## config.mk

```make
export PLATFORM = sky130hd
export DESIGN_NAME = vga_vram_arbiter
export DESIGN_NICKNAME = d
export VERILOG_FILES = /design/src/rtl/vga_vram_arbiter.sv
export SDC_FILE = /design/constraint.sdc
export NUM_CORES = 1
export LEC_CHECK = 0
export CORE_ASPECT_RATIO = 2
export CORE_MARGIN = 2
export CORE_UTILIZATION = 42
export DETAILED_ROUTE_END_ITERATION = 12
export PLACE_DENSITY = 0.85
export SLEW_MARGIN = 20
export SYNTH_ARGS = -nofsm -noshare
export SYNTH_HDL_FRONTEND = slang
export SYNTH_SLANG_ARGS = --single-unit
```

## constraint.sdc

```tcl
create_clock -name iCLOCK -period 3.3 [get_ports iCLOCK]
set_input_delay 0.66 -clock iCLOCK [delete_from_list [all_inputs] [get_ports iCLOCK]]
set_output_delay 0.66 -clock iCLOCK [all_outputs]
set_load 0.05 [all_outputs]
```

## src/rtl/vga_vram_arbiter.sv

```systemverilog
// Arbitrates N VRAM client channels onto one SDRAM request port. Round-robin grant
// with a per-channel burst limit; an in-order tag FIFO routes read returns back to their issuer.
module vga_vram_arbiter #(
    parameter int P_NCH   = 2,
    parameter int P_AW    = 20,
    parameter int P_DW    = 16,
    parameter int P_BURST = 4,
    parameter int P_RDQ   = 8
) (
    input  logic                      iCLOCK,
    input  logic                      inRESET,
    input  logic                      iRESET_SYNC,
    input  logic [P_NCH-1:0]          iREQ_VALID,
    input  logic [P_NCH-1:0]          iREQ_RW,
    input  logic [P_NCH*P_AW-1:0]     iREQ_ADDR,
    input  logic [P_NCH*P_DW-1:0]     iREQ_DATA,
    input  logic [P_NCH*P_DW/8-1:0]   iREQ_BYTEENA,
    output logic [P_NCH-1:0]          oREQ_BUSY,
    output logic [P_NCH-1:0]          oRD_VALID,
    output logic [P_DW-1:0]           oRD_DATA,
    output logic                      oRD_ERR,
    output logic                      oMEM_VALID,
    output logic                      oMEM_RW,
    output logic [31:0]               oMEM_ADDR,
    output logic [P_DW-1:0]           oMEM_DATA,
    output logic [P_DW/8-1:0]         oMEM_BYTEENA,
    input  logic                      iMEM_BUSY,
    input  logic                      iMEM_VALID,
    input  logic [P_DW-1:0]           iMEM_DATA
);

    localparam int             CW        = $clog2(P_NCH);
    localparam int             QW        = $clog2(P_RDQ);
    localparam int             BW        = P_DW / 8;
    localparam logic [3:0]     BURST_LIM = 4'(P_BURST);
    localparam logic [QW:0]    Q_FULL    = (QW+1)'(P_RDQ);
    localparam logic [QW:0]    Q_ONE     = (QW+1)'(1);
    localparam logic [QW-1:0]  P_ONE     = QW'(1);

    function automatic logic [3:0] sat_inc(input logic [3:0] v);
        return (v == 4'hF) ? v : v + 4'd1;
    endfunction

    // output stage and arbitration state
    logic              vld_p1;
    logic              rw_p1;
    logic [P_AW-1:0]   addr_p1;
    logic [P_DW-1:0]   data_p1;
    logic [BW-1:0]     be_p1;
    logic [CW-1:0]     last_p1;
    logic [3:0]        burst_cnt;

    // read tag FIFO
    logic [CW-1:0]     q_mem [P_RDQ];
    logic [QW-1:0]     q_wr;
    logic [QW-1:0]     q_rd;
    logic [QW:0]       q_cnt;
    logic              rd_err;

    logic              rst_any;
    logic              q_full;
    logic              q_empty;
    logic [P_NCH-1:0]  elig;
    logic [P_NCH-1:0]  grant;
    logic [CW-1:0]     sel;
    logic              found;
    int                last_i;
    logic              accept;
    logic              push;
    logic              pop;
    logic              g_rw;
    logic [P_AW-1:0]   g_addr;
    logic [P_DW-1:0]   g_data;
    logic [BW-1:0]     g_be;

    assign rst_any = !inRESET || iRESET_SYNC;
    assign q_full  = (q_cnt == Q_FULL);
    assign q_empty = (q_cnt == '0);
    assign elig    = iREQ_VALID & (iREQ_RW | {P_NCH{!q_full}});

    // The last-granted channel keeps the port until its burst allowance runs out,
    // then the scan starts just after it and visits it last.
    always_comb begin
        grant  = '0;
        sel    = '0;
        found  = 1'b0;
        last_i = int'(last_p1);
        if (!iMEM_BUSY && !rst_any) begin
            for (int i = 0; i < P_NCH; i++) begin
                if (i == last_i && elig[i] && burst_cnt < BURST_LIM) begin
                    grant[i] = 1'b1;
                    sel      = CW'(i);
                    found    = 1'b1;
                end
            end
            for (int k = 1; k <= P_NCH; k++) begin
                for (int i = 0; i < P_NCH; i++) begin
                    if (!found && elig[i] && i == (last_i + k) % P_NCH) begin
                        grant[i] = 1'b1;
                        sel      = CW'(i);
                        found    = 1'b1;
                    end
                end
            end
        end
    end

    always_comb begin
        g_rw   = 1'b0;
        g_addr = '0;
        g_data = '0;
        g_be   = '0;
        for (int i = 0; i < P_NCH; i++) begin
            if (grant[i]) begin
                g_rw   = iREQ_RW[i];
                g_addr = iREQ_ADDR[i*P_AW +: P_AW];
                g_data = iREQ_DATA[i*P_DW +: P_DW];
                g_be   = iREQ_BYTEENA[i*BW +: BW];
            end
        end
    end

    assign accept    = |grant;
    assign push      = accept && !g_rw;
    assign pop       = iMEM_VALID && !q_empty;
    assign oREQ_BUSY = ~grant;

    // stage p1: registered memory request; held while memory is busy
    always_ff @(posedge iCLOCK or negedge inRESET) begin
        if (!inRESET) begin
            vld_p1    <= 1'b0;
            rw_p1     <= 1'b0;
            addr_p1   <= '0;
            data_p1   <= '0;
            be_p1     <= '0;
            last_p1   <= '0;
            burst_cnt <= '0;
        end else if (iRESET_SYNC) begin
            vld_p1    <= 1'b0;
            rw_p1     <= 1'b0;
            addr_p1   <= '0;
            data_p1   <= '0;
            be_p1     <= '0;
            last_p1   <= '0;
            burst_cnt <= '0;
        end else if (!iMEM_BUSY) begin
            if (accept) begin
                vld_p1    <= 1'b1;
                rw_p1     <= g_rw;
                addr_p1   <= g_addr;
                data_p1   <= g_data;
                be_p1     <= g_be;
                last_p1   <= sel;
                burst_cnt <= (sel == last_p1) ? sat_inc(burst_cnt) : 4'd1;
            end else begin
                vld_p1    <= 1'b0;
                burst_cnt <= '0;
            end
        end
    end

    assign oMEM_VALID   = vld_p1;
    assign oMEM_RW      = rw_p1;
    assign oMEM_ADDR    = 32'(addr_p1);
    assign oMEM_DATA    = data_p1;
    assign oMEM_BYTEENA = be_p1;

    always_ff @(posedge iCLOCK or negedge inRESET) begin
        if (!inRESET) begin
            q_wr   <= '0;
            q_rd   <= '0;
            q_cnt  <= '0;
            rd_err <= 1'b0;
        end else if (iRESET_SYNC) begin
            q_wr   <= '0;
            q_rd   <= '0;
            q_cnt  <= '0;
            rd_err <= 1'b0;
        end else begin
            if (push)
                q_wr <= q_wr + P_ONE;
            if (pop)
                q_rd <= q_rd + P_ONE;
            if (push && !pop)
                q_cnt <= q_cnt + Q_ONE;
            else if (!push && pop)
                q_cnt <= q_cnt - Q_ONE;
            if (iMEM_VALID && q_empty)
                rd_err <= 1'b1;
        end
    end

    always_ff @(posedge iCLOCK or negedge inRESET) begin
        if (!inRESET) begin
            for (int i = 0; i < P_RDQ; i++)
                q_mem[i] <= '0;
        end else if (iRESET_SYNC) begin
            for (int i = 0; i < P_RDQ; i++)
                q_mem[i] <= '0;
        end else if (push) begin
            q_mem[q_wr] <= sel;
        end
    end

    // Read returns are steered combinationally to the channel at the FIFO head.
    always_comb begin
        oRD_VALID = '0;
        for (int i = 0; i < P_NCH; i++) begin
            if (pop && q_mem[q_rd] == CW'(i))
                oRD_VALID[i] = 1'b1;
        end
    end

    assign oRD_DATA = iMEM_DATA;
    assign oRD_ERR  = rd_err;

endmodule
```

==> results of run 1 <==
==> cell usage after synthesis, drive strengths merged, types with 2 or more instances <==
cell type   n
nor3b       3
nand4       3
o2bb2ai    38
dfrtp      64
buf        42
nor2       15
nand3       6
mux2i      11
and3        2
ha          5
xor2        3
a21oi       8
a21o        5
o21a        2
mux4        2
nand2      12
o211ai      5
nor3        7
a41oi       2
nor4        2
o31ai       3
a22oi      38
clkbuf      9
and2        2
o21ai       4
xnor2       2
or3         2
nand2b     11
inv         5
nor2b       7
==> per-layer routing <==
metal,vias to the layer above,part of all wire,GRT usage
li1,1447,-,-
met1,1476,0.36,0.226
met2,123,0.54,0.393
met3,40,0.045,0.0297
met4,0,0.060,0.154
met5,-,0,0
==> final cells by class <==
cell class / instances / area (µm²)
Clock buffer: 11 / 233
Sequential cell: 64 / 1600
Timing Repair Buffer: 140 / 1360
Inverter: 5 / 18.8
Clock inverter: 3 / 45.0
Fill cell: 708 / 3450
Multi-Input combinational cell: 226 / 1750
Tap cell: 100 / 125
==> logic make-up (layout without fill, tap and decap cells) <==
group,after synthesis,in the layout
other,1,12
and+or+nand+nor,76,76
xor gates and xnor gates,5,5
buffers and inverters,56,159
AOI/OAI and AO/OA,113,113
muxes,14,14
adders and majority gates,6,6
DFF,64,64
==> power groups by stage <==
stage                     Combinational, mW  Sequential, mW  Clock [mW]
final                                 0.782           0.897       0.892
after global routing                  0.835           0.906       0.941
after CTS                             0.788           0.897       0.915
after detailed placement              0.785           0.910           0
after global placement                0.762           0.906           0
after floorplan                       0.458            1.02           0
==> worst max-delay path, stage by stage (launching register included) <==
cell and delay [ns]:
dfrtp_1 0.42, or4b_1 0.69, o221a_4 0.36, nor3_1 0.30, buf_4 0.19, inv_2 0.04, buf_4 0.18
==> through the flow <==
step | area, µm² | hold WS, ns | util
2_1_floorplan | 3730 | 0.364 | -
3_3_place_gp | 4860 | 0.471 | 0.566
3_5_place_dp | 4860 | 0.473 | 0.566
4_1_cts | 5140 | 0.164 | 0.598
5_1_grt | 5140 | 0.166 | 0.598
6_report | 5140 | 0.168 | 0.598
==> sequential cells by signal, summed over array words and instances, names as in the netlist <==
signal and flops:
q_mem 8, oMEM_BYTEENA 2, oMEM_VALID 1, oMEM_DATA 16
oMEM_RW 1, burst_cnt 4, last_p1 1, addr_p1 20
q_cnt 4, oRD_ERR 1, q_wr 3, q_rd 3
==> path summary, 6_finish.rpt <==
path,from,endpoint,slack (ns),depth (start not counted)
worst max-delay path,q_cnt[0],oREQ_BUSY[1],0.12,6
worst min-delay path,inRESET,oMEM_VALID,0.17,1
worst max register to register,q_cnt[0],oMEM_RW,0.58,5
worst min register to register,addr_p1[16],addr_p1[16],0.48,1
max in group asynchronous,inRESET,q_rd[0],2.15,2
min in group iCLOCK,addr_p1[16],addr_p1[16],0.48,1
==> impl_metrics.env, run 1 <==
export IMPL_crit_type="reg -> out"
export IMPL_report_final_slew_viol_count=0
export IMPL_dr_pass1_iters=6
export IMPL_grt_pass1_wl_um=16200
export IMPL_cts_resized_gates=0
export IMPL_cp_start_kind="flip-flop"
export IMPL_cts_setup_buffers=0
export IMPL_rsz0062_at_grt="false"
export IMPL_switching_share=0.323
export IMPL_pwr_share_comb=0.304
export IMPL_synth_simple_gate_area_frac=0.124
export IMPL_clock_root_buffer="clkbuf_16"
export IMPL_clk_path_buf_depth=2
export IMPL_vias=3086
export IMPL_drcViolationCount=0
export IMPL_ctsHoldBuffers=0
export IMPL_dp_cells=535
export IMPL_ir_drop_v=0.000399
export IMPL_grt_max_degree=61
export IMPL_tightest_slew_ns=0.885
export IMPL_die_area_um2=9590
export IMPL_finalCriticalPeriod_ns=3.18
export IMPL_grt_pass1_vias=3180
export IMPL_setup_tns_ns=0
export IMPL_setup_ws_ns=0.124
export IMPL_layoutNonFillerInstCount=549
export IMPL_die_w_um=70.2
export IMPL_htreeDepth=3
export IMPL_wl_per_cell_um=18.8
export IMPL_cts_tree="built"
export IMPL_io_pins=174
export IMPL_ys_top_cells_by_area="dfrtp_1 (43%), o2bb2ai_1 (9.0%), buf_4 (6.9%), a22oi_1 (5.7%), a22oi_2 (3.4%)"
export IMPL_total_power_mw=2.57
export IMPL_status="completed"
export IMPL_layout_common_cells="clkdlybuf4s50_1 (125), dfrtp_1 (64), o2bb2ai_1 (38)"
export IMPL_gp_congestion=0.937
export IMPL_syn2layout_area_growth_pct=39.4
export IMPL_clk_latency_ns=0.33
export IMPL_slew_limit_headroom=0.409
export IMPL_core_um2=8590
export IMPL_synth_top_family_by_area="compound AO/OA/AOI/OAI gates"
export IMPL_ys_seq_area_frac=0.434
export IMPL_synth_compound_area_frac=0.260
export IMPL_p_seq_frac=0.349
export IMPL_async_flop_share=1.00
export IMPL_clock_sinks=64
export IMPL_synthAdderAreaFrac=0.0224
export IMPL_yosysTopAreaCellShare=0.434
export IMPL_dp_slack_ns=0.240
export IMPL_hold_viol_final=0
export IMPL_hp_class="in -> async"
export IMPL_layout_commonest_cell="clkdlybuf4s50_1"
export IMPL_timing_fmax_ghz=0.315
export IMPL_antenna_found_initial=0
export IMPL_leakage_nw=2.13
export IMPL_power_density_nw_per_um2=500
export IMPL_die_y_um=136
export IMPL_post_route_period_util=0.962
export IMPL_crit_path_max_fanout=6
export IMPL_intPower_mw=1.74
export IMPL_fin_skew_ns=0.00470
export IMPL_port_buffers=129
export IMPL_num_rows=48
export IMPL_synth_area_per_cell_um2=11.0
export IMPL_endpoint_kind="output pin"
export IMPL_ant_nets=0
export IMPL_synth_top_area_cell="dfrtp_1"
export IMPL_cap_viol_max_count=0
export IMPL_grt_overflow_total=0
export IMPL_netlist_area_um2=3690
export IMPL_clk_pin_slew_ns=0.05
export IMPL_synth_flop_cell="dfrtp_1"
export IMPL_cp_arrival_ns=2.52
export IMPL_grt_usage=0.218
export IMPL_syn_inst=335
export IMPL_dp_hpwl_um=7850
export IMPL_synth_distinct_cells=54
export IMPL_start_util=0.429
export IMPL_power_switching_uw=829
export IMPL_layout_nets=553
export IMPL_synth_xor_area_frac=0.0119
export IMPL_drt_initial_drc_count=128
export IMPL_cts_buffers=9
export IMPL_cp_data_required_time_ns=2.64
export IMPL_viasPerCell=5.62
export IMPL_p_clk_frac=0.347
export IMPL_synth_warnings=0
export IMPL_setup_viol=0
export IMPL_ys_seq_elements=64
export IMPL_synth_mux_area_frac=0.0451
export IMPL_totalWireLength_um=10300
export IMPL_n_antenna_cell=0
export IMPL_synth_edf_count=0
export IMPL_drive_gt1_frac=0.118
Power figures use the tool's default switching activity.
==> run 2: changes to the inputs <==
Settings changed: ABC_AREA set to 1, CORE_UTILIZATION 42 to 41, PLACE_DENSITY 0.85 to 0.84.
==> impl_metrics.env, run 2 <==
export IMPL_pwr_share_comb=0.281
export IMPL_clk_latency_ns=0.32
export IMPL_cpLargestDelayFamily="buffers and inverters"
export IMPL_yosysTopAreaCellShare=0.455
export IMPL_synth_edf_count=0
export IMPL_start_util=0.425
export IMPL_switching_share=0.312
export IMPL_crit_type="reg -> out"
export IMPL_slew_limit_headroom=0.462
export IMPL_antenna_found_initial=0
export IMPL_wl_met1_um=3290
export IMPL_timing_fmax_ghz=0.339
export IMPL_grt_pass1_vias=3490
export IMPL_core_um2=8290
export IMPL_hold_viol_final=0
export IMPL_synth_warnings=0
export IMPL_wl_per_cell_um=14.7
export IMPL_netlist_area_um2=3520
export IMPL_status="completed"
export IMPL_layoutNonFillerInstCount=655
export IMPL_ys_top_cells_by_area="dfrtp_1 (45%), nand3_1 (13%), nand2_1 (12%), buf_4 (6.4%), inv_1 (3.6%)"
export IMPL_intPower_mw=1.90
export IMPL_largest_register_ffs=20
export IMPL_synth_distinct_cells=30
export IMPL_async_flop_share=1.00
export IMPL_layout_commonest_cell="clkdlybuf4s50_1"
export IMPL_crit_path_top_delay_cell="clkdlybuf4s50_1"
export IMPL_setup_viol=0
export IMPL_drt_initial_drc_count=157
export IMPL_ys_seq_elements=64
export IMPL_reg2reg_from="q_cnt[0]"
export IMPL_die_area_um2=9400
export IMPL_port_buffers=129
export IMPL_ctsHoldBuffers=0
export IMPL_viasPerCell=5.19
export IMPL_cts_buffers=9
export IMPL_yosysMostFrequentCell="nand2_1"
export IMPL_cap_viol_max_count=0
export IMPL_syn2layout_area_growth_pct=44.4
export IMPL_cp_cell_sequence="inv_1 > nor2_1 > o32ai_1 > inv_1 > o21ai_0 > nor2_1 > clkdlybuf4s50_1"
export IMPL_p_seq_frac=0.333
export IMPL_multi_input_area_um2=1520
export IMPL_ir_drop_v=0.000371
export IMPL_clk_path_buf_depth=2
export IMPL_endpoint_kind="output pin"
export IMPL_synth_area_per_cell_um2=7.99
export IMPL_rsz0062_at_grt="false"
export IMPL_tightest_slew_ns=0.807
export IMPL_cts_tree="built"
export IMPL_io_pins=174
export IMPL_layout_common_cells="clkdlybuf4s50_1 (125), nand2_1 (111), nand3_1 (91)"
export IMPL_synth_flop_cell="dfrtp_1"
export IMPL_fin_skew_ns=0.00891
export IMPL_drive_gt1_frac=0.0790
export IMPL_p_clk_frac=0.386
export IMPL_routed_top_layer="met4"
export IMPL_finalCriticalPeriod_ns=2.95
export IMPL_hp_class="reg -> reg"
export IMPL_num_rows=47
export IMPL_cts_resized_gates=0
export IMPL_clk_pin_slew_ns=0.05
export IMPL_cts_setup_buffers=0
export IMPL_report_final_slew_viol_count=0
export IMPL_syn_inst=441
export IMPL_clock_sinks=64
export IMPL_grt_overflow_total=0
export IMPL_gp_congestion=0.819
export IMPL_drcViolationCount=0
export IMPL_dp_cells=640
export IMPL_power_density_nw_per_um2=544
export IMPL_n_antenna_cell=0
export IMPL_grt_usage=0.211
export IMPL_post_route_period_util=0.894
export IMPL_route_met3_wl_um=595
export IMPL_wl_met2_um=5250
export IMPL_totalWireLength_um=9640
export IMPL_n_fill_cell=702
export IMPL_top_register="addr_p1"
export IMPL_cp_startpoint="q_rd[0]"
export IMPL_setup_tns_ns=0
export IMPL_dp_hpwl_um=7280
export IMPL_critPathBufInv=3
export IMPL_synth_top_area_cell="dfrtp_1"
export IMPL_die_y_um=135
export IMPL_die_w_um=69.6
export IMPL_htreeDepth=3
export IMPL_hp_start="burst_cnt[1]"
export IMPL_critPathMaxStageDelay_ns=0.70
export IMPL_ant_nets=0
export IMPL_crit_path_max_fanout=6
export IMPL_layout_nets=660
export IMPL_regArea_um2=1600
export IMPL_grt_pass1_wl_um=15800
export IMPL_clock_root_buffer="clkbuf_16"
export IMPL_ys_seq_area_frac=0.455
export IMPL_cp_data_required_time_ns=2.64
export IMPL_cp_start_kind="flip-flop"
export IMPL_grt_max_degree=65
export IMPL_leakage_nw=2.34
export IMPL_synthTopCellsByCount="nand2_1 (111), nand3_1 (91), dfrtp_1 (64)"
export IMPL_power_switching_uw=863
export IMPL_vias=3399
export IMPL_dr_pass1_iters=4
export IMPL_cp_arrival_ns=2.29
[run 2: cell types whose count changed in the layout (fill, tap and decap cells not counted), sizes merged, moves of 15 or more]
cell / delta
nand3: +90
o21ai: +15
o2bb2ai: -38
nand2: +106
a22oi: -38
inv: +30
[run 2: worst paths after layout]
kind,to,slack (ns),cells after the start
min reg2reg,burst_cnt[1],0.51,2
max in group asynchronous,q_cnt[2],2.21,2
min in group asynchronous,burst_cnt[3],0.55,2
max reg2reg,q_cnt[3],0.82,15
min,burst_cnt[1],0.51,2
max,oRD_VALID[0],0.35,7
[run 2: routing by layer]
metal / global-route usage / vias up
met5: 0 / -
met4: 0.131 / 0
met3: 0.0418 / 40
met2: 0.400 / 161
met1: 0.205 / 1566
li1: - / 1632
[run 2: layout make-up]
type,instances,area share
clock inverter,3,0.0177
multi-input combinational,305,0.299
tap,98,0.0241
sequential,64,0.315
timing repair buffer,137,0.269
inverter,36,0.0266
clock buffer,12,0.0485
[run 2: logic make-up (layout without fill, tap and decap cells)]
kind of cell / after synthesis / count (layout) / synth area share
AND/OR/NAND/NOR: 245 / 245 / 0.318
AO/OA/AOI/OAI: 37 / 37 / 0.0650
XOR/XNOR: 5 / 5 / 0.0124
buffers and inverters: 83 / 188 / 0.125
other: 1 / 12 / 0.00106
flip-flops: 64 / 64 / 0.455
adder cells (fa/ha/maj): 6 / 6 / 0.0234
[run 2: power by group through the flow]
stage               sequential (mW)  clock [mW]  combinational [mW]
floorplan                      1.05           0               0.422
global placement              0.931           0               0.755
detailed placement            0.934           0               0.783
CTS                           0.921        1.09               0.786
global route                  0.931        1.13               0.845
finish                        0.922        1.07               0.778
[run 2: worst min-delay path, stage by stage (launching register included)]
cell and delay, ns:
dfrtp_1 0.36, nand2_1 0.06, nand2_1 0.05
[run 2: stage by stage]
step	power (mW)	hold WS, ns	utilization	cell area [µm²]	worst slack (ns)
after floorplan	1.47	0.364	-	3560	0.876
after global placement	1.69	0.487	0.573	4750	0.339
after detailed placement	1.72	0.499	0.573	4750	0.171
after CTS	2.80	0.511	0.613	5080	0.117
after global routing	2.91	0.528	0.613	5090	0.189
final	2.77	0.505	0.613	5090	0.349
==> run 3: changes to the inputs <==
--- a/config.mk
+++ b/config.mk
@@ -8,7 +8,9 @@
 export ABC_AREA = 1
+export CELL_PAD_IN_SITES_DETAIL_PLACEMENT = 1
+export CELL_PAD_IN_SITES_GLOBAL_PLACEMENT = 1
 export CORE_ASPECT_RATIO = 2
 export CORE_MARGIN = 2
-export CORE_UTILIZATION = 41
+export CORE_UTILIZATION = 28
 export DETAILED_ROUTE_END_ITERATION = 12
-export PLACE_DENSITY = 0.84
+export PLACE_DENSITY = 0.83
 export SLEW_MARGIN = 20
--- a/constraint.sdc
+++ b/constraint.sdc
@@ -3,2 +3,2 @@
 set_output_delay 0.66 -clock iCLOCK [all_outputs]
-set_load 0.05 [all_outputs]
+set_load 0.02 [all_outputs]
==> impl_metrics.env, run 3 (synthesized netlist as in run 2, its figures left out) <==
export IMPL_rsz0062_at_grt="false"
export IMPL_endpoint_kind="output pin"
export IMPL_cts_tree="built"
export IMPL_status="completed"
export IMPL_clk_pin_slew_ns=0.05
export IMPL_hold_viol_final=0
export IMPL_use_met3=0.0578
export IMPL_p_clk_frac=0.379
export IMPL_post_route_period_util=0.902
export IMPL_largest_register_ffs=20
export IMPL_layout_nets=663
export IMPL_tightest_slew_ns=0.833
export IMPL_vias=3353
export IMPL_dr_pass1_iters=4
export IMPL_ant_nets=0
export IMPL_cp_startpoint="iMEM_BUSY"
export IMPL_ctsHoldBuffers=0
export IMPL_timing_fmax_ghz=0.336
export IMPL_wl_per_cell_um=14.8
export IMPL_cap_viol_max_count=0
export IMPL_use_met2=0.263
export IMPL_intPower_mw=1.79
export IMPL_r2r_slack_ns=0.82
export IMPL_cts_resized_gates=0
export IMPL_dp_hpwl_um=7660
export IMPL_gp_congestion=0.797
export IMPL_cts_buffers=9
export IMPL_grt_usage=0.159
export IMPL_power_switching_uw=777
export IMPL_switching_share=0.302
export IMPL_grt_pass1_vias=3549
export IMPL_reg2reg_from="q_cnt[0]"
export IMPL_dp_slack_ns=0.207
export IMPL_grt_overflow_total=0
export IMPL_cp_start_kind="primary input"
export IMPL_fin_skew_ns=0.00832
export IMPL_layout_commonest_cell="clkdlybuf4s50_1"
export IMPL_clk_path_buf_depth=2
export IMPL_use_met1=0.189
export IMPL_die_area_um2=13600
export IMPL_clock_root_buffer="clkbuf_16"
export IMPL_n_fill_cell=1487
export IMPL_grt_max_degree=65
export IMPL_start_util=0.284
export IMPL_hp_class="reg -> reg"
export IMPL_cp_data_required_time_ns=2.64
export IMPL_drcViolationCount=0
export IMPL_crit_type="in -> out"
export IMPL_setup_tns_ns=0
export IMPL_report_final_slew_viol_count=0
export IMPL_die_y_um=163
export IMPL_top_register="addr_p1"
export IMPL_pwr_share_comb=0.262
export IMPL_grt_pass1_wl_um=17400
export IMPL_clk_latency_ns=0.33
export IMPL_slew_limit_headroom=0.444
export IMPL_setup_ws_ns=0.324
export IMPL_finalCriticalPeriod_ns=2.98
export IMPL_hp_start="oMEM_DATA[9]"
export IMPL_power_density_nw_per_um2=502
export IMPL_clock_sinks=64
export IMPL_core_um2=12400
export IMPL_p_seq_frac=0.360
export IMPL_n_antenna_cell=0
export IMPL_syn2layout_area_growth_pct=45.4
export IMPL_cts_setup_buffers=0
export IMPL_num_rows=58
export IMPL_holdPathStages=2
export IMPL_cp_arrival_ns=2.32
export IMPL_leakage_nw=2.31
export IMPL_ir_drop_v=0.000268
export IMPL_grt_busiest_layer="met2"
export IMPL_setup_viol=0
export IMPL_htreeDepth=3
export IMPL_drive_gt1_frac=0.0821
export IMPL_die_w_um=83.3
export IMPL_drt_initial_drc_count=145
export IMPL_crit_path_max_fanout=3
export IMPL_port_buffers=129
export IMPL_r2r_cells=15
export IMPL_layout_common_cells="clkdlybuf4s50_1 (128), nand2_1 (111), nand3_1 (91)"
export IMPL_antenna_found_initial=0
export IMPL_totalWireLength_um=10500
export IMPL_io_pins=174
export IMPL_viasPerCell=4.72
-- run 3: critical path, stage by stage --
cell             delay (ns)
clkdlybuf4s50_1        0.48
nand3b_1               0.31
nor2_2                 0.24
nand2_1                0.09
clkdlybuf4s50_1        0.54
-- run 3: power by group through the flow --
stage               registers (mW)  logic, mW  clock network [mW]
floorplan                    0.965      0.359                   0
global placement             0.933      0.642                   0
detailed placement           0.938      0.671                   0
CTS                          0.926      0.681               0.997
global route                 0.938      0.750                1.03
finish                       0.925      0.672               0.974
-- run 3: cell type report --
class	count	area, µm²	share of cell area
multi-input cells	305	1520	0.297
well taps	150	188	0.0366
repair buffers	140	1370	0.267
inverters	36	135	0.0264
clock inverters	2	37.5	0.00733
flip-flops and latches	64	1600	0.313
clock buffers	13	270	0.0528
-- run 3: metrics by stage --
stage | std cells | cell area [µm²] | hold slack, ns | power (mW) | utilization
finish | 710 | 5120 | 0.511 | 2.57 | 0.413
global route | 710 | 5120 | 0.539 | 2.72 | 0.413
CTS | 710 | 5120 | 0.514 | 2.60 | 0.413
detailed placement | 695 | 4810 | 0.499 | 1.61 | 0.388
global placement | 695 | 4810 | 0.489 | 1.58 | 0.388
floorplan | 452 | 3560 | 0.364 | 1.32 | -
-- run 3: per-layer routing --
| layer | vias up | wire (µm) |
|---|---|---|
| li1 | 1639 | - |
| met1 | 1574 | 4390 |
| met2 | 126 | 5030 |
| met3 | 14 | 914 |
| met4 | 0 | 164 |
| met5 | - | 0 |
-- run 3: path summary, 6_finish.rpt --
check                                     to
worst min register to register  oMEM_DATA[9]
worst max register to register      q_cnt[3]
worst max-delay path            oREQ_BUSY[0]
max in group asynchronous        addr_p1[19]
min in group asynchronous        addr_p1[12]
worst min-delay path            oMEM_DATA[9]
